## src/rtl/bcd_display_counter.sv

```systemverilog
// Four-digit BCD up/down counter with prescaled count steps, start/stop control,
// synchronous clear and saturating parallel load; feeds display_driver directly.
module bcd_display_counter #(
    parameter int TICK_DIV = 1000,
    parameter int DP_POS   = 2,
    parameter int INIT_RUN = 0
) (
    input  logic        clk,
    input  logic        rst,
    input  logic        start_stop,
    input  logic        clr,
    input  logic        load,
    input  logic [15:0] load_val,
    input  logic        up_dn,
    output logic [15:0] digits,
    output logic [3:0]  dp,
    output logic        disp_en,
    output logic        running,
    output logic        tick,
    output logic        wrap,
    output logic        bad_load
);

    localparam int PW = (TICK_DIV > 1) ? $clog2(TICK_DIV) : 1;
    localparam logic [PW-1:0] LAST = PW'(TICK_DIV - 1);

    localparam logic STOP = 1'b0;
    localparam logic RUN  = 1'b1;
    localparam logic RESET_STATE = (INIT_RUN != 0) ? RUN : STOP;

    localparam logic [3:0] DP_MASK = (DP_POS >= 0 && DP_POS <= 3) ? 4'(1 << DP_POS) : 4'b0000;

    logic          state;
    logic          state_nxt;
    logic [PW-1:0] pre;
    logic          tick_due;
    logic [16:0]   step;
    logic [15:0]   load_sat;
    logic          load_bad;

    // Bit 16 of the result is the carry/borrow out of the top digit, i.e. a full wrap.
    function automatic logic [16:0] bcd_step(input logic [15:0] v, input logic up);
        logic [15:0] r;
        logic        c;
        r = v;
        c = 1'b1;
        for (int unsigned i = 0; i < 4; i++) begin
            if (c) begin
                if (up) begin
                    if (v[4*i +: 4] >= 4'd9) begin
                        r[4*i +: 4] = 4'd0;
                    end else begin
                        r[4*i +: 4] = v[4*i +: 4] + 4'd1;
                        c = 1'b0;
                    end
                end else begin
                    if (v[4*i +: 4] == 4'd0) begin
                        r[4*i +: 4] = 4'd9;
                    end else begin
                        r[4*i +: 4] = v[4*i +: 4] - 4'd1;
                        c = 1'b0;
                    end
                end
            end
        end
        return {c, r};
    endfunction

    always_comb begin
        load_sat = load_val;
        load_bad = 1'b0;
        for (int unsigned i = 0; i < 4; i++) begin
            if (load_val[4*i +: 4] > 4'd9) begin
                load_sat[4*i +: 4] = 4'd9;
                load_bad = 1'b1;
            end
        end
    end

    always_comb begin
        state_nxt = start_stop ? ((state == RUN) ? STOP : RUN) : state;
        tick_due  = (state == RUN) && (pre == LAST) && !clr && !load;
        step      = bcd_step(digits, up_dn);
    end

    assign dp      = DP_MASK;
    assign running = (state == RUN);

    always_ff @(posedge clk or negedge rst) begin
        if (!rst) begin
            state    <= RESET_STATE;
            pre      <= '0;
            digits   <= '0;
            tick     <= 1'b0;
            wrap     <= 1'b0;
            bad_load <= 1'b0;
            disp_en  <= 1'b0;
        end else begin
            disp_en  <= 1'b1;
            state    <= state_nxt;
            tick     <= tick_due;
            wrap     <= tick_due & step[16];
            bad_load <= load & ~clr & load_bad;

            if (clr) begin
                digits <= '0;
            end else if (load) begin
                digits <= load_sat;
            end else if (tick_due) begin
                digits <= step[15:0];
            end

            // Prescaler is zero in any cycle spent in STOP, so a resumed run
            // always waits a full period before its first step.
            if (clr || load || tick_due || state == STOP || state_nxt == STOP) begin
                pre <= '0;
            end else begin
                pre <= pre + 1'b1;
            end
        end
    end

endmodule

```

## config.mk

```make
export PLATFORM = sky130hd
export DESIGN_NAME = bcd_display_counter
export DESIGN_NICKNAME = d
export VERILOG_FILES = /design/src/rtl/bcd_display_counter.sv
export SDC_FILE = /design/constraint.sdc
export NUM_CORES = 1
export LEC_CHECK = 0
export CAP_MARGIN = 20
export CORE_MARGIN = 1.5
export CORE_UTILIZATION = 45
export CTS_CLUSTER_DIAMETER = 80
export DETAILED_ROUTE_END_ITERATION = 8
export PLACE_DENSITY = 0.8
export SLEW_MARGIN = 20
export SYNTH_ARGS = -nofsm -noshare
export SYNTH_HDL_FRONTEND = slang
export SYNTH_SLANG_ARGS = --single-unit
```

## constraint.sdc

```tcl
create_clock -name clk -period 1.87 [get_ports clk]
set_input_delay 0.561 -clock clk [delete_from_list [all_inputs] [get_ports clk]]
set_output_delay 0.561 -clock clk [all_outputs]
set_load 0.05 [all_outputs]
```

==> metrics <==
path depth of the worst reg2reg path=7; RR Startpoint=digits[0]; I/O pins=47; final non-filler cell area=roughly 0.0037 sq mm; number of global-route vias before repair=2593; Fillers=376; #FFs+latches synth=31; final hold violation count=0; # rows=26; area of the die=0.00577 sq mm; crit-path cells=inv_4, ha_4, or3b_4, o2bb2ai_4, buf_4, a41oi_4, o31ai_1; utilization after layout=0.729; Max VDD drop=388 uV; Sum Neg Setup Slack=-1.66 ns; Critical Path Max Stage Delay=about 0.5 ns; ANT cells=0; post-synthesis async set-or-reset flop share=1.00; Setup WS pre-CTS=-0.441 ns; Sink Count=31; Hold Path Origin=pre[0]; distinct cell type count after synthesis=60; outcome=finished, violations left; DR iter-0 viols=244; max_cap viols=0; dominant synthesized flop cell=dfrtp_1; Synth Area in Adders=0.0732; RR Endpoint=digits[14]; largest family of logic cells by synthesized area=compound AO/OA/AOI/OAI gates; Chip Height=~76 microns; worst hold endpoint=pre[0]; initial antenna violation count=0; Hold Path Class=reg -> reg; Synth Area in Simple Gates=0.228; Non-Filler Instances=443; Post-DRT Antenna Nets=0; DRC=0; drt pass-1 iters=4; r2r setup slk=-0.17 ns; Area after DPL=between 0.003 and 0.004 sq mm; number of port buffers=42; die outline width=75.9 microns; CP max stage cell=dfrtp_4; CTS root buf=clkbuf_8; Total Routing Usage GR=0.271; critical-path maximum fanout=6; Synth Area in Compound Gates=0.246; Clk Latency, worst-skew pair=about 0.30 ns; failing checks=negative setup slack; Final Slew Violations=0; arrival time worst endpoint=2.24 ns; Clock Path Buffers=2; Setup WS post-layout=-0.171 ns; Fmax=490 MHz; area growth from synthesis to layout=55.6%; Initial Util=0.469; Mapped Cells=276; Placed Cells=around 430; sequential fraction of the synthesis area=0.324; final net count=just over 400; synth warn=0; RD Place Congestion=0.891; Clock transition at path regs=0.07 ns; CTS H-tree depth=2; clock skew=0.00866 ns; routed via count=2570; Post-synth EDFFs=0; Final Routed Wirelength=7970 microns; Final Setup Violations=14; Post-DP HPWL=5120 microns; global-route wire length before repair=12400 microns; Synth Area in XOR/XNOR=0.0403; vias per inst=5.80; Required @ worst endpoint=2.07 ns; CP endpoint kind=register; CP Launch Type=register; share of layout cells above drive strength 1=0.346; GR Overflow Total=0; post-synthesis mux area share=0.00889; Tmin final=2.04 ns; pwr dens=705 mW/mm^2; core region area=between 0.005 and 0.006 sq mm; Mean Syn Cell Area=roughly 8.7 sq um; Num CTS Buffers=5; CTS tree=done; Leakage=approximately 1.6 nW; routed len/inst=18.0 microns; worst hold path cell count=2; RSZ-0062 raised after global routing=yes; Post-CTS Hold Fix Bufs=0; Synth Cell Area=0.00239 sq mm; Crit Path Category=reg -> reg; Final Cycle Share=1.09; largest net degree at the start of global routing=32
[placed cells by master, fill, tap and decap left out, types with 6 or more instances in the layout]
cell type        synthesis  final
nand3_1                  6      6
nand3b_1                 6      6
a21oi_1                 14     12
nand2b_1                 7      7
clkdlybuf4s50_1          0     20
a31oi_1                  6      6
dfrtp_1                 31     25
clkbuf_8                 4      7
o31ai_1                  9      8
buf_12                   0     18
nand2_1                 21     21
a22o_1                   6      6
nor2_1                  28     26
inv_1                   19     15
o21ai_0                 22     17
xnor2_1                  7      7
buf_4                    4     56
ha_1                    14     10
[power breakdown]
group | internal, W | total, W | switching, W | leakage, nW
Combinational | 0.000576 | 0.00124 | 0.000662 | 1.13
Clock | 0.000336 | 0.000602 | 0.000267 | 0.0515
Sequential | 0.000724 | 0.000787 | 0.0000629 | 0.405
[cell families after synthesis]
family | Yosys count
and+or+nand+nor | 100
AOI/OAI and AO/OA | 82
buffers and inverters | 34
DFF | 31
adders and majority gates | 14
xor gates and xnor gates | 11
other | 2
muxes | 2
[worst max path at each step]
stage,start,end,slack (ns),cells past startpoint
floorplan,digits[0],digits[8],-0.20,6
global placement,load,digits[12],-0.37,6
detailed placement,load,digits[12],-0.44,6
CTS,digits[0],digits[12],-0.14,7
global route,digits[0],digits[14],-0.31,7
finish,digits[0],digits[14],-0.17,7
[final cells by class]
cell class,instances,area [sq um],share of cell area
inverters,20,80.1,0.0215
clock buffers,8,100,0.0269
multi-input cells,214,1630,0.436
repair buffers,100,1050,0.281
well taps,70,87.6,0.0235
flip-flops and latches,31,786,0.211
[cells in the mapped netlist, types with 5 or more instances]
cell | count | area share
dfrtp_1 | 31 | 0.32
nor2_1 | 28 | 0.044
o21ai_0 | 22 | 0.046
nand2_1 | 21 | 0.033
inv_1 | 19 | 0.030
a21oi_1 | 14 | 0.029
ha_1 | 14 | 0.073
o31ai_1 | 9 | 0.028
nand2b_1 | 7 | 0.018
nor3b_1 | 7 | 0.022
xnor2_1 | 7 | 0.026
a22o_1 | 6 | 0.022
a31oi_1 | 6 | 0.016
nand3_1 | 6 | 0.013
nand3b_1 | 6 | 0.019
clkbuf_1 | 5 | 0.0078
[sequential cells by signal (all words and copies together) (netlist names)]
name,count
pre,10
tick,1
digits,16
wrap,1
running,1
bad_load,1
disp_en,1
[through the flow]
stage	total power (W)	hold slack, ns
CTS	0.00257	0.550
global placement	0.00189	0.520
finish	0.00263	0.557
global route	0.00274	0.580
floorplan	0.00140	0.265
detailed placement	0.00192	0.536
[layer usage]
| layer | part of all wire | up-vias | global-route usage | wire length (microns) |
|---|---|---|---|---|
| li1 | - | 1189 | - | - |
| met1 | 0.39 | 1229 | 0.313 | 3130 |
| met2 | 0.51 | 112 | 0.468 | 4090 |
| met3 | 0.047 | 40 | 0.0590 | 375 |
| met4 | 0.047 | 0 | 0.146 | 375 |
| met5 | 0 | - | 0 | 0 |
[critical path, delay by kind of cell, from the launching register on]
family	cells	cell delay [ns]
AO/OA/AOI/OAI	3	0.66
adder cells (fa/ha/maj)	1	0.13
buffers and inverters	2	0.24
flip-flops	1	0.51
AND/OR/NAND/NOR	1	0.40
[timing repair]
action | CTS | global route
pin swaps | 12 | 9
buffers inserted | 5 | 4
resized for setup | 17 | 15
endpoints found under the setup margin | 15 | 19
Note: power is estimated with default switching activity, not from simulation.
